--- config.mk ---
export PLATFORM = sky130hd
export DESIGN_NAME = keypad_scanner
export DESIGN_NICKNAME = d
export VERILOG_FILES = /design/src/rtl/keypad_defs.sv /design/src/rtl/keypad_row_scan.sv /design/src/rtl/keypad_scanner.sv
export SDC_FILE = /design/constraint.sdc
export NUM_CORES = 1
export LEC_CHECK = 0
export BUFFER_PORTS_ARGS = -buffer_cell sky130_fd_sc_hd__buf_2
export CAP_MARGIN = 5
export CORE_MARGIN = 1
export CORE_UTILIZATION = 50
export CTS_BUF_LIST = sky130_fd_sc_hd__clkbuf_4
export DETAILED_ROUTE_END_ITERATION = 7
export PLACE_DENSITY = 0.7
export SLEW_MARGIN = 0
export SYNTH_ARGS = -nofsm -noshare
export SYNTH_HDL_FRONTEND = slang
export SYNTH_SLANG_ARGS = --single-unit
export TNS_END_PERCENT = 30
--- constraint.sdc ---
create_clock -name clk100MHz -period 4.45 [get_ports clk100MHz]
set_input_delay 0.445 -clock clk100MHz [delete_from_list [all_inputs] [get_ports clk100MHz]]
set_output_delay 0.445 -clock clk100MHz [all_outputs]
set_load 0.03 [all_outputs]
--- src/rtl/keypad_defs.sv ---
// keypad_defs: shared state encoding, frame classes and key legend for the keypad scanner
// No ports; imported by keypad_row_scan and keypad_scanner.
package keypad_defs;

    typedef enum logic [1:0] {IDLE, DEBOUNCE, PRESSED, RELEASE} state_t;

    typedef enum logic [1:0] {EMPTY, SINGLE, MULTI} frame_class_t;

    localparam logic [3:0] ROW_RESET = 4'b1110;

    // Entry i is the printed legend of key index row*4+col (entry 0 in the low nibble)
    localparam logic [15:0][3:0] LEGEND = 64'hDEF0_C987_B654_A321;

endpackage

--- src/rtl/keypad_row_scan.sv ---
// keypad_row_scan: drives one-hot row strobes, synchronizes column returns and assembles 16-bit frames
// Ports:
//   clk100MHz  in   system clock
//   rst        in   asynchronous active-high reset
//   COL[3:0]   in   column returns, active-low, asynchronous
//   ROW[3:0]   out  row strobes, active-low one-hot
//   frame_done out  one-cycle pulse once row 3 has been sampled
//   frame      out  snapshot of all 16 keys (bit row*4+col, active-high), valid with frame_done
module keypad_row_scan
    import keypad_defs::*;
#(
    parameter int SCAN_DIV = 25000
) (
    input  logic        clk100MHz,
    input  logic        rst,
    input  logic [3:0]  COL,
    output logic [3:0]  ROW,
    output logic        frame_done,
    output logic [15:0] frame
);

    localparam int DW = $clog2(SCAN_DIV);

    logic [DW-1:0] dwell;
    logic [1:0]    row_idx;
    logic [3:0]    col_meta;
    logic [3:0]    col_sync;
    logic          dwell_end;

    assign dwell_end = dwell == DW'(SCAN_DIV - 1);

    // Sampling at the end of the dwell leaves the synchronizer time to settle after each row change
    always_ff @(posedge clk100MHz or posedge rst) begin
        if (rst) begin
            dwell      <= '0;
            row_idx    <= '0;
            ROW        <= ROW_RESET;
            col_meta   <= 4'hF;
            col_sync   <= 4'hF;
            frame      <= '0;
            frame_done <= 1'b0;
        end else begin
            col_meta   <= COL;
            col_sync   <= col_meta;
            frame_done <= dwell_end && row_idx == 2'd3;
            if (dwell_end) begin
                dwell                        <= '0;
                row_idx                      <= row_idx + 2'd1;
                ROW                          <= {ROW[2:0], ROW[3]};
                frame[{row_idx, 2'b00} +: 4] <= ~col_sync;
            end else begin
                dwell <= dwell + 1'b1;
            end
        end
    end

endmodule

--- src/rtl/keypad_scanner.sv ---
// keypad_scanner: scans a 4x4 matrix keypad, debounces whole frames and reports one hex key per press
// Ports:
//   clk100MHz     in   system clock
//   rst           in   asynchronous active-high reset
//   COL[3:0]      in   column returns, active-low, asynchronous
//   ROW[3:0]      out  row strobes, active-low one-hot
//   key_code[3:0] out  legend of the last accepted key, held until the next accept
//   key_valid     out  one-cycle pulse on accept
//   key_held      out  high from accept until the release is accepted
module keypad_scanner
    import keypad_defs::*;
#(
    parameter int SCAN_DIV       = 25000,
    parameter int DEBOUNCE_SCANS = 4
) (
    input  logic       clk100MHz,
    input  logic       rst,
    input  logic [3:0] COL,
    output logic [3:0] ROW,
    output logic [3:0] key_code,
    output logic       key_valid,
    output logic       key_held
);

    localparam int            CW   = $clog2(DEBOUNCE_SCANS + 1);
    localparam logic [CW-1:0] DONE = CW'(DEBOUNCE_SCANS);
    localparam bit            FAST = DEBOUNCE_SCANS == 1;

    logic          frame_done;
    logic [15:0]   frame;
    logic [3:0]    idx;
    frame_class_t  cls;
    state_t        state;
    logic [3:0]    cand;
    logic [CW-1:0] cnt;
    logic [CW-1:0] cnt_inc;

    keypad_row_scan #(.SCAN_DIV(SCAN_DIV)) u_scan (
        .clk100MHz (clk100MHz),
        .rst       (rst),
        .COL       (COL),
        .ROW       (ROW),
        .frame_done(frame_done),
        .frame     (frame)
    );

    // idx is only meaningful for SINGLE frames, where it is the position of the lone set bit
    always_comb begin
        idx = '0;
        for (int i = 0; i < 16; i++)
            if (frame[i]) idx = 4'(i);
        cls = frame == 16'd0 ? EMPTY : $countones(frame) == 1 ? SINGLE : MULTI;
    end

    assign cnt_inc = cnt + 1'b1;

    always_ff @(posedge clk100MHz or posedge rst) begin
        if (rst) begin
            state     <= IDLE;
            cand      <= '0;
            cnt       <= '0;
            key_code  <= '0;
            key_valid <= 1'b0;
            key_held  <= 1'b0;
        end else begin
            key_valid <= 1'b0;
            if (frame_done) begin
                case (state)
                    IDLE: if (cls == SINGLE) begin
                        cand <= idx;
                        if (FAST) begin
                            state     <= PRESSED;
                            key_code  <= LEGEND[idx];
                            key_valid <= 1'b1;
                            key_held  <= 1'b1;
                            cnt       <= '0;
                        end else begin
                            state <= DEBOUNCE;
                            cnt   <= CW'(1);
                        end
                    end
                    DEBOUNCE: if (cls != SINGLE) begin
                        state <= IDLE;
                        cnt   <= '0;
                    end else if (idx != cand) begin
                        cand <= idx;
                        cnt  <= CW'(1);
                    end else if (cnt_inc == DONE) begin
                        state     <= PRESSED;
                        key_code  <= LEGEND[cand];
                        key_valid <= 1'b1;
                        key_held  <= 1'b1;
                        cnt       <= '0;
                    end else begin
                        cnt <= cnt_inc;
                    end
                    // Rollover keys while held are ignored; only an all-empty frame starts a release
                    PRESSED: if (cls == EMPTY) begin
                        if (FAST) begin
                            state    <= IDLE;
                            key_held <= 1'b0;
                            cnt      <= '0;
                        end else begin
                            state <= RELEASE;
                            cnt   <= CW'(1);
                        end
                    end
                    RELEASE: if (cls != EMPTY) begin
                        state <= PRESSED;
                        cnt   <= '0;
                    end else if (cnt_inc == DONE) begin
                        state    <= IDLE;
                        key_held <= 1'b0;
                        cnt      <= '0;
                    end else begin
                        cnt <= cnt_inc;
                    end
                endcase
            end
        end
    end

endmodule

==> metrics <==
status finished, violations left; violated checks setup timing; Worst Max-Slew Pin Slew 0.960 ns; R2R Path Start u_scan.frame[13]; gr usage total 19.5%; initial core utilization 52.8%; ANT nets after route 0; critical path class flip-flop to flip-flop; Clock Sinks 61; Crit path buffers/inverters 5; EDFF count, synth 0; Rel. slew slack 35.5%; CTS buffer count 9; worst-path cell chain fa_1, inv_1, fa_1, inv_1, fa_1, inv_1, fa_1, inv_1, ha_2, fa_1, or4b_4, a2111oi_4, buf_4, o31a_2, a21oi_1, o32ai_1; Final Setup Violations 15; cells after synthesis 321; Arrival @ worst endpoint 5.03 ns; ys async rst share 100%; Final WS setup -0.272 ns; Worst R2R Path Depth 16; leading cell types in the layout, fill and taps excluded dfrtp_1 (49), inv_1 (37), nand2_1 (32); Synth top area share 36.7%; Post-Layout Inst Area 3860 um^2; post-DR wirelength/cell 13.9 um; gpl congestion 0.813; nets 398; Synth Area per Inst 10.6 um^2; Buffers on Ports 15; Clock Tree Root clkbuf_4; Post-CTS Resized 0; die height 84.5 um; RSZ-0062 raised after global routing yes; Core Util, Final 59.8%; max frequency 0.212 GHz; Crit path depth 16; worst vdd ir 0.195 mV; share of cells above drive strength 1 25.4%; initial antenna violation count 0; Starting DRT DRC Count 138; Cell variety after synth 61; RR Endpoint cnt[2]; most common cell after layout, fill and taps aside dfrtp_1; Seq cells post-synth 61; Hold WC Path Type primary input to flip-flop; Area Growth Syn to Fin 13.4%; CTS H-tree depth 3; slowest stage delay, CP 0.53 ns; chip width 84.5 um; vias post-DR 2412; Slew Limit Fails 0; CP dominant cell by count fa_1; pin count of the biggest net entering global routing 41; DRT Pass-1 Iters 4; Clock Tree Buf Depth 2; Detail Placement HPWL 4540 um; sequential element share of the synthesized area 45.2%; row count 29; CP max-delay cell fa_1; synth warn 0; vias in the first global route 2406; max cap viols 0; gr ovfl total 0; Synth area leaders dfrtp_1 (37%), dfstp_2 (8.5%), ha_1 (6.2%), fa_1 (5.9%), inv_1 (4.2%); # hold bufs at CTS 0; Top FF cell, synth dfrtp_1; fin crit share 106%; Area after DPL 3720 um^2; Mapped Nets 354; Final Hold Violating Endpoints 0; Fill cells 551; leakage power 1.86 nW; Tmin final 4.72 ns; hold_sp COL[2]; Die Area 7150 um^2; overall power 0.000958 W; later-pin clock latency in the skew report 0.40 ns; CTS tree done; DRC 0; leading area contributor after synthesis dfrtp_1; Post-Route WL 6220 um; WP data required 4.76 ns; startpoint class of the critical path flip-flop; CP max FO 4; Final Skew 0.0176 ns; family with the most delay on the worst path adder cells; vias per cell 5.40; Worst-path clk slew 0.11 ns; Ports 16; R2R Setup Slk -0.27 ns; CP endpoint cnt[2]; Crit. End Element flip-flop; Cell Area, Synth 3410 um^2; total core area 6460 um^2; first-pass GRT wire length 10800 um; Pwr Density 248 nW/um^2; crit path from u_scan.frame[13]; number of diodes 0
## cell usage after synthesis (2+ instances only)
library cell / count
nand2_1: 32
o31ai_1: 14
o21ai_0: 11
or2_2: 2
nand3_1: 14
nor3b_1: 2
mux2_2: 10
xor2_1: 7
nor4_1: 4
nor3_1: 2
or3_1: 4
dfstp_2: 11
a211oi_1: 2
nand2b_1: 6
xnor2_1: 8
buf_2: 2
dfrtp_1: 50
ha_1: 17
a41oi_1: 2
nor2b_1: 2
and3_1: 2
fa_1: 10
a21o_1: 2
inv_1: 38
nor2_1: 22
o221a_2: 2
a21oi_1: 9
## cell type report
cell class,count,area [um^2],share of cell area [%]
Clock buffer,11,82.6,2.14
Clock inverter,5,51.3,1.33
Inverter,38,143,3.69
Multi-Input combinational cell,218,1710,44.3
Sequential cell,61,1540,39.9
Tap cell,77,96.3,2.49
Timing Repair Buffer,37,240,6.22
## cells by family after synthesis
group / share of synthesized area, %
muxes: 3.60
and+or+nand+nor: 16.6
buffers and inverters: 4.99
DFF: 45.2
AOI/OAI and AO/OA: 13.7
xor gates and xnor gates: 3.86
adders and majority gates: 12.1
## stage by stage
stage	TNS [ns]	std cells	setup slack (ns)	hold WS (ns)
after floorplan	-3.08	321	-0.426	0.345
after global placement	-2.90	429	-0.260	0.346
after detailed placement	-3.72	429	-0.344	0.347
after CTS	-2.89	446	-0.292	0.115
after global routing	-5.08	447	-0.444	0.101
final	-2.80	447	-0.272	0.139
## power breakdown
group          switching (W)  internal, W
combinational      0.0000109   0.00000216
clock               0.000201     0.000180
sequential        0.00000287     0.000561
total               0.000215     0.000743
## registers in the layout, summed over array words and instances, names as in the netlist
signal             cells
u_scan.frame          16
u_scan.dwell          15
cand                   4
key_code               4
u_scan.ROW             4
u_scan.col_meta        4
u_scan.col_sync        4
cnt                    3
state                  2
u_scan.row_idx         2
key_held               1
key_valid              1
u_scan.frame_done      1
## per-layer routing
| layer | vias to the layer above | global-route usage [%] | part of all wire, % |
|---|---|---|---|
| li1 | 1206 | - | - |
| met1 | 1161 | 25.4 | 48 |
| met2 | 37 | 32.2 | 48 |
| met3 | 8 | 3.83 | 2.8 |
| met4 | 0 | 7.86 | 1.4 |
| met5 | - | 0 | 0 |
## worst min-delay path by stage
stage	end	slack (ns)	cells past startpoint
after floorplan	u_scan.col_sync[0]	0.35	0
after global placement	u_scan.col_sync[1]	0.35	0
after detailed placement	u_scan.col_sync[1]	0.35	0
after CTS	u_scan.col_meta[1]	0.12	1
after global routing	u_scan.col_meta[1]	0.10	1
final	u_scan.col_meta[2]	0.14	1
## repair_timing
action	in CTS	in global routing
pin swaps	1	0
buffers inserted	1	1
endpoints found under the setup margin	15	15
(Power assumes the default switching activity.)
